===== config.mk =====
export PLATFORM = sky130hd
export DESIGN_NAME = ysyx_210544_ifu_fq
export DESIGN_NICKNAME = d
export VERILOG_FILES = /design/src/rtl/ysyx_210544_ifu_fq_pkg.sv /design/src/rtl/ysyx_210544_ifu_fq_fifo.sv /design/src/rtl/ysyx_210544_ifu_fq.sv
export SDC_FILE = /design/constraint.sdc
export NUM_CORES = 1
export LEC_CHECK = 0
export ABC_AREA = 1
export BUFFER_PORTS_ARGS = -buffer_cell sky130_fd_sc_hd__buf_2
export CORE_ASPECT_RATIO = 1.2
export CORE_UTILIZATION = 35
export CTS_BUF_LIST = sky130_fd_sc_hd__clkbuf_4 sky130_fd_sc_hd__clkbuf_8 sky130_fd_sc_hd__clkbuf_16
export DETAILED_ROUTE_END_ITERATION = 8
export PLACE_DENSITY = 0.56
export REMOVE_ABC_BUFFERS = 1
export SLEW_MARGIN = 20
export SYNTH_ARGS = -nofsm -noshare
export SYNTH_HDL_FRONTEND = slang
export SYNTH_SLANG_ARGS = --single-unit
export TNS_END_PERCENT = 30

===== constraint.sdc =====
create_clock -name clk -period 2.8 [get_ports clk]
set_clock_uncertainty 0.15 [all_clocks]
set_input_delay 0 -clock clk [delete_from_list [all_inputs] [get_ports clk]]
set_output_delay 0 -clock clk [all_outputs]
set_load 0.02 [all_outputs]

===== src/rtl/ysyx_210544_ifu_fq_pkg.sv =====
// Shared types and constants for the prefetching fetch unit and its queue.
// State encoding of the bus-request FSM plus the default reset fetch address.
package ysyx_210544_ifu_fq_pkg;

    typedef enum logic [1:0] {
        S_IDLE = 2'b00,
        S_REQ  = 2'b01,
        S_KILL = 2'b10
    } ifu_state_e;

    localparam logic [63:0] PC_START_DEFAULT = 64'h0000_0000_8000_0000;

endpackage


===== src/rtl/ysyx_210544_ifu_fq_fifo.sv =====
// Generic synchronous FIFO holding fetched {pc, inst} entries.
// Head data is read combinationally from the storage array; flush wins over push/pop.
module ysyx_210544_fifo #(
    parameter int WIDTH = 96,
    parameter int DEPTH = 4
) (
    input  logic                           clk,
    input  logic                           rst,
    input  logic                           push,
    input  logic                           pop,
    input  logic                           flush,
    input  logic [WIDTH-1:0]               din,
    output logic [WIDTH-1:0]               dout,
    output logic                           full,
    output logic                           empty,
    output logic [$clog2(DEPTH+1)-1:0]     count
);

    localparam int PW = $clog2(DEPTH);
    localparam int CW = $clog2(DEPTH+1);

    logic [WIDTH-1:0] mem_q [DEPTH];
    logic [PW-1:0]    wr_ptr_q;
    logic [PW-1:0]    rd_ptr_q;
    logic [CW-1:0]    count_q;

    // Power-of-two depth lets the pointers wrap by plain overflow.
    always_ff @(posedge clk or negedge rst) begin
        if (!rst) begin
            for (int i = 0; i < DEPTH; i++) mem_q[i] <= '0;
            wr_ptr_q <= '0;
            rd_ptr_q <= '0;
            count_q  <= '0;
        end else if (flush) begin
            wr_ptr_q <= '0;
            rd_ptr_q <= '0;
            count_q  <= '0;
        end else begin
            if (push) begin
                mem_q[wr_ptr_q] <= din;
                wr_ptr_q        <= wr_ptr_q + PW'(1);
            end
            if (pop) begin
                rd_ptr_q <= rd_ptr_q + PW'(1);
            end
            count_q <= count_q + CW'(push) - CW'(pop);
        end
    end

    assign dout  = mem_q[rd_ptr_q];
    assign count = count_q;
    assign full  = (count_q == CW'(DEPTH));
    assign empty = (count_q == '0);

endmodule


===== src/rtl/ysyx_210544_ifu_fq.sv =====
// Prefetching fetch unit: single-request bus FSM feeding a fetch queue toward decode.
// Define YSYX_210544_IFU_BYPASS_EN to forward bus data straight to decode when the queue is empty.
module ysyx_210544_ifu_fq
    import ysyx_210544_ifu_fq_pkg::*;
#(
    parameter int                ADDR_W   = 64,
    parameter int                INST_W   = 32,
    parameter int                FQ_DEPTH = 4,
    parameter logic [ADDR_W-1:0] PC_START = ADDR_W'(PC_START_DEFAULT)
) (
    input  logic              clk,
    input  logic              rst,
    input  logic              i_bus_ack,
    input  logic [INST_W-1:0] i_bus_rdata,
    output logic              o_bus_req,
    output logic [ADDR_W-1:0] o_bus_addr,
    input  logic              i_pc_jmp,
    input  logic [ADDR_W-1:0] i_pc_jmpaddr,
    output logic              o_valid,
    input  logic              i_ready,
    output logic [ADDR_W-1:0] o_pc,
    output logic [INST_W-1:0] o_inst,
    output ifu_state_e        o_dbg_state
);

    localparam int CW = $clog2(FQ_DEPTH+1);
    localparam int FW = ADDR_W + INST_W;

    ifu_state_e        state_q;
    logic [ADDR_W-1:0] fetch_pc_q;
    logic              req_q;
    logic [ADDR_W-1:0] addr_q;
    logic [ADDR_W-1:0] last_pc_q;
    logic [INST_W-1:0] last_inst_q;

    logic [FW-1:0]     fq_dout;
    logic              fq_full;
    logic              fq_empty;
    logic [CW-1:0]     fq_count;

    logic              hs;
    logic              inflight;
    logic              issue;
    logic              byp;
    logic              byp_take;
    logic              fq_push;
    logic              fq_pop;
    logic [CW-1:0]     occ_next;
    logic              stay;
    logic [ADDR_W-1:0] jmp_tgt;
    logic [ADDR_W-1:0] addr_inc;

    assign hs       = req_q & i_bus_ack;
    assign inflight = (state_q != S_IDLE);
    assign issue    = ({1'b0, fq_count} + (CW+1)'(inflight)) < (CW+1)'(FQ_DEPTH);
    assign jmp_tgt  = i_pc_jmpaddr & ~ADDR_W'(3);
    assign addr_inc = addr_q + ADDR_W'(4);

`ifdef YSYX_210544_IFU_BYPASS_EN
    assign byp      = fq_empty & (state_q == S_REQ) & hs & ~i_pc_jmp;
    assign byp_take = byp & i_ready;
`else
    assign byp      = 1'b0;
    assign byp_take = 1'b0;
`endif

    assign fq_pop   = ~fq_empty & i_ready & ~i_pc_jmp;
    assign fq_push  = (state_q == S_REQ) & hs & ~i_pc_jmp & ~byp_take & ~fq_full;
    // Occupancy after this edge decides whether the next request still has a slot.
    assign occ_next = fq_count + CW'(fq_push) - CW'(fq_pop);
    assign stay     = occ_next < CW'(FQ_DEPTH);

    ysyx_210544_fifo #(
        .WIDTH (FW),
        .DEPTH (FQ_DEPTH)
    ) u_fq (
        .clk   (clk),
        .rst   (rst),
        .push  (fq_push),
        .pop   (fq_pop),
        .flush (i_pc_jmp),
        .din   ({addr_q, i_bus_rdata}),
        .dout  (fq_dout),
        .full  (fq_full),
        .empty (fq_empty),
        .count (fq_count)
    );

    always_ff @(posedge clk or negedge rst) begin
        if (!rst) begin
            state_q    <= S_IDLE;
            req_q      <= 1'b0;
            addr_q     <= PC_START;
            fetch_pc_q <= PC_START;
        end else begin
            case (state_q)
                S_IDLE: begin
                    if (i_pc_jmp) begin
                        fetch_pc_q <= jmp_tgt;
                    end else if (issue) begin
                        state_q <= S_REQ;
                        req_q   <= 1'b1;
                        addr_q  <= fetch_pc_q;
                    end
                end
                S_REQ: begin
                    if (i_pc_jmp) begin
                        fetch_pc_q <= jmp_tgt;
                        if (hs) begin
                            state_q <= S_IDLE;
                            req_q   <= 1'b0;
                        end else begin
                            state_q <= S_KILL;
                        end
                    end else if (hs) begin
                        fetch_pc_q <= addr_inc;
                        if (stay) begin
                            addr_q <= addr_inc;
                        end else begin
                            state_q <= S_IDLE;
                            req_q   <= 1'b0;
                        end
                    end
                end
                S_KILL: begin
                    if (i_pc_jmp) fetch_pc_q <= jmp_tgt;
                    if (hs) begin
                        state_q <= S_IDLE;
                        req_q   <= 1'b0;
                    end
                end
                default: begin
                    state_q <= S_IDLE;
                    req_q   <= 1'b0;
                end
            endcase
        end
    end

    // Remember whatever was last presented so an empty queue holds its outputs.
    always_ff @(posedge clk or negedge rst) begin
        if (!rst) begin
            last_pc_q   <= '0;
            last_inst_q <= '0;
        end else if (o_valid) begin
            last_pc_q   <= o_pc;
            last_inst_q <= o_inst;
        end
    end

    assign o_bus_req   = req_q;
    assign o_bus_addr  = addr_q;
    assign o_valid     = ~fq_empty | byp;
    assign o_pc        = byp ? addr_q      : (fq_empty ? last_pc_q   : fq_dout[FW-1:INST_W]);
    assign o_inst      = byp ? i_bus_rdata : (fq_empty ? last_inst_q : fq_dout[INST_W-1:0]);
    assign o_dbg_state = state_q;

endmodule


==> impl_metrics.tcl <==
set metrics [dict create \
    rsz0062_at_grt "yes" \
    yosysMostFrequentCell "nand2_1" \
    grt_max_degree 111 \
    clock-sinks 618 \
    dp_hpwl_um 62100 \
    synth_top_family_by_area "compound AO/OA/AOI/OAI gates" \
    period_share_pct 102 \
    core.rowCount 116 \
    max_cap_viol_count 0 \
    critPathLaunchType "flop" \
    synth_compound_area_share_pct 18.0 \
    max_freq_mhz 349 \
    firstDrtPassIters 5 \
    synth.area.mux_share_pct 4.45 \
    wire_per_inst_um 19.3 \
    antenna_left 0 \
    cp.required_ns 3.19 \
    cts-htree-levels 3 \
    slowest_delay_ns 0.41 \
    cts_buffer_depth 3 \
    grt.busiest_layer "met2" \
    synth_cells 3540 \
    place.gp.congestion 0.885 \
    avgViaCountPerCell 5.11 \
    tightestPinTransition_ns 1.17 \
    drc 0 \
    met3_usage_pct 3.78 \
    cts_buffers 69 \
    setup_violations 19 \
    synth_area_per_cell_um2 8.43 \
    synthFlopType "dfrtp_1" \
    synth_common_cells "nand2_1, dfrtp_1, o21ai_0" \
    synth_top_area_share_pct 51.7 \
    initial_core_util_pct 35.6 \
    crit_chain "nor2_4, nand2_4, nand2_4, nor2_4, ha_4, inv_2, ha_4, inv_2, fa_2, xnor2_2, nand3_1, nand2_2, nand2_8, buf_12, buf_12, nor2_4, nand2_1, nand2_1" \
    worstSetupPathType "flop to flop" \
    io_buffer_count 262 \
    leakage_nw 16.8 \
    grt_pass1_wl_um 148000 \
    area_growth_pct 23.1 \
    drive_gt1_share_pct 18.1 \
    clock-root-buffer "clkbuf_16" \
    worstSkewPairLatency_ns 0.63 \
    min_path_type "input pin to flop" \
    failed_checks "setup timing" \
    p_per_area_nw_per_um2 842 \
    synth_top_area_cell "dfrtp_1" \
    grt_use_total_pct 22.4 \
    fin_ws_ns -0.0651 \
    yosysWarnings 0 \
    synth.top_cells.by_area "dfrtp_1, nand2_1, o21ai_0, nor2_1, mux2_2" \
    die_h_um 322 \
    outcome "finished, violations left" \
    synth_edf_count 0 \
    grt_antenna_before_repair 6 \
    cpMaxStageDelayCell "dfrtp_1" \
    async_reset_ff_share_pct 100 \
    fin_setup_tns_ns -0.385 \
    die_w_um 269 \
    die_area_um2 86400 \
    grt_pass1_vias 24913 \
    synth-xor-area-share_pct 0.881 \
    peakVddDrop_v 0.000685 \
    pin_count 265 \
    cp_num_buf_inv 4 \
    synth_adder_area_share_pct 0.403 \
    synth_seq_cells 618 \
    grt_use_met2_pct 36.6 \
    wl_um 97200 \
    finalHoldViolCount 0 \
    vias 25759 \
    ys_types 38 \
    n_fill_cell 8417 \
    nNetsFinal 3975 \
    cp-end-kind "flop" \
    synth_seq_area_share_pct 51.8 \
    path_delay_family "simple AND/OR/NAND/NOR gates" \
    cts_tree "done" \
    max_slew_margin_pct 22.3 \
    drv_slew 0 \
    period_minus_slack_ns 2.87 \
    yosys.area_share.simple_pct 16.6 \
    grt-ovfl-total 0 \
    coreArea_um2 83900 \
    grt.met1_usage_pct 29.4 \
    p_total_mw 30.9 \
    final_core_util_pct 43.8 \
    worstPathArrival_ns 3.25 \
    critPathMostFrequentCell "nor2_4" \
    drtIter0Drc 1919 \
    syn_area_um2 29800 \
    clkTransAtPathRegs_ns 0.06 \
    crit_path_max_fanout 8 \
]
placed cells by master, fill, tap and decap left out, types with 3 or more instances in the layout:
| cell type | n |
|---|---|
| nand2_1 | 734 |
| dfrtp_1 | 614 |
| o21ai_0 | 413 |
| nor2_1 | 365 |
| inv_1 | 282 |
| buf_2 | 261 |
| a21oi_1 | 253 |
| a31oi_1 | 193 |
| mux2_2 | 118 |
| dlygate4sd3_1 | 113 |
| nand3_1 | 83 |
| o21a_1 | 79 |
| clkbuf_16 | 77 |
| buf_4 | 67 |
| buf_12 | 36 |
| nor2_4 | 22 |
| xor2_1 | 22 |
| o21ai_1 | 20 |
| nor2_2 | 16 |
| clkbuf_8 | 16 |
| clkbuf_4 | 16 |
| nand2_2 | 15 |
| clkinv_2 | 12 |
| nand4_1 | 9 |
| xnor2_1 | 7 |
| ha_1 | 6 |
| bufinv_16 | 5 |
| buf_8 | 5 |
| nand2_4 | 4 |
| a22oi_1 | 4 |
| a21oi_2 | 4 |
| o211ai_1 | 4 |
| buf_16 | 4 |
| inv_2 | 3 |
| inv_6 | 3 |
| nand3b_1 | 3 |
| clkinvlp_4 | 3 |
| buf_6 | 3 |
worst register-to-register path: stages, from the launching register on:
cell and delay [ns]:
dfrtp_1 0.41, nor2_4 0.16, nand2_4 0.07, nand2_4 0.08, nor2_4 0.04, ha_4 0.21, inv_2 0.06, ha_4 0.12
inv_2 0.03, fa_2 0.34, xnor2_2 0.15, nand3_1 0.12, nand2_2 0.13, nand2_8 0.15, buf_12 0.20, buf_12 0.16
nor2_4 0.10, nand2_1 0.06, nand2_1 0.06
metrics by stage:
step / std cells / hold slack (ns) / area (um2) / setup WS, ns
after floorplan: 3297 / -0.446 / 28600 / -6.93
after global placement: 4787 / -0.0457 / 32600 / -0.0721
after detailed placement: 4787 / -0.0392 / 32600 / -0.116
after CTS: 5028 / 0.000875 / 36300 / 0.000606
after global routing: 5038 / 0.0353 / 36700 / -0.173
final: 5040 / 0.0324 / 36700 / -0.0651
state kept, by name (all words and copies together), names as in the netlist:
register,count
o_bus_addr,64
last_pc_q,64
o_dbg_state,2
fetch_pc_q,64
u_fq.wr_ptr_q,2
u_fq.rd_ptr_q,2
o_bus_req,1
last_inst_q,32
u_fq.count,3
u_fq.mem_q,384
per-layer routing:
layer,up-vias,part of all wire (%),wire length [um]
li1,12333,-,-
met1,12516,43,42100
met3,181,5.5,5300
met5,-,0.034,33
met2,723,48,46300
met4,6,3.5,3440
layout make-up:
cell class,count,area (um2),area share (%)
clock inverters,20,236,0.644
repair buffers,497,4100,11.1
multi-input cells,2388,12300,33.5
inverters,291,1110,3.02
well taps,1121,1400,3.82
clock buffers,103,2120,5.76
flip-flops and latches,618,15500,42.1
diodes,2,5.00,0.0136
cells by family after synthesis:
logic type / Yosys count
AO/OA/AOI/OAI: 978
XOR/XNOR: 30
adder cells (fa/ha/maj): 9
buffers and inverters: 534
flip-flops: 618
multiplexers: 118
AND/OR/NAND/NOR: 1253
worst paths after layout:
| kind | start | end | slack, ns | cells past startpoint |
|---|---|---|---|---|
| worst min-delay path | i_bus_rdata[11] | u_fq.mem_q[203] | 0.03 | 4 |
| min in group asynchronous | rst | last_inst_q[15] | 0.06 | 3 |
| worst max register to register | u_fq.count[0] | o_bus_addr[37] | -0.07 | 18 |
| worst max-delay path | u_fq.count[0] | o_bus_addr[37] | -0.07 | 18 |
| worst min register to register | fetch_pc_q[31] | fetch_pc_q[31] | 0.33 | 2 |
| max in group asynchronous | rst | last_inst_q[13] | 2.03 | 3 |
power breakdown:
group	internal, mW	switching [mW]	leakage, nW	total [mW]
combinational	3.68	7.66	8.41	11.3
sequential	9.85	0.249	7.24	10.1
clock	5.69	3.81	1.18	9.50
timing repair:
action,in CTS,in global routing
gates resized for setup,9,82
pin swaps,5,11
cloned,3,6
endpoints found under the setup margin,129,64
hold buffers,114,0
hold endpoints to repair,818,0
setup buffers,1,4
(Power assumes the default switching activity.)
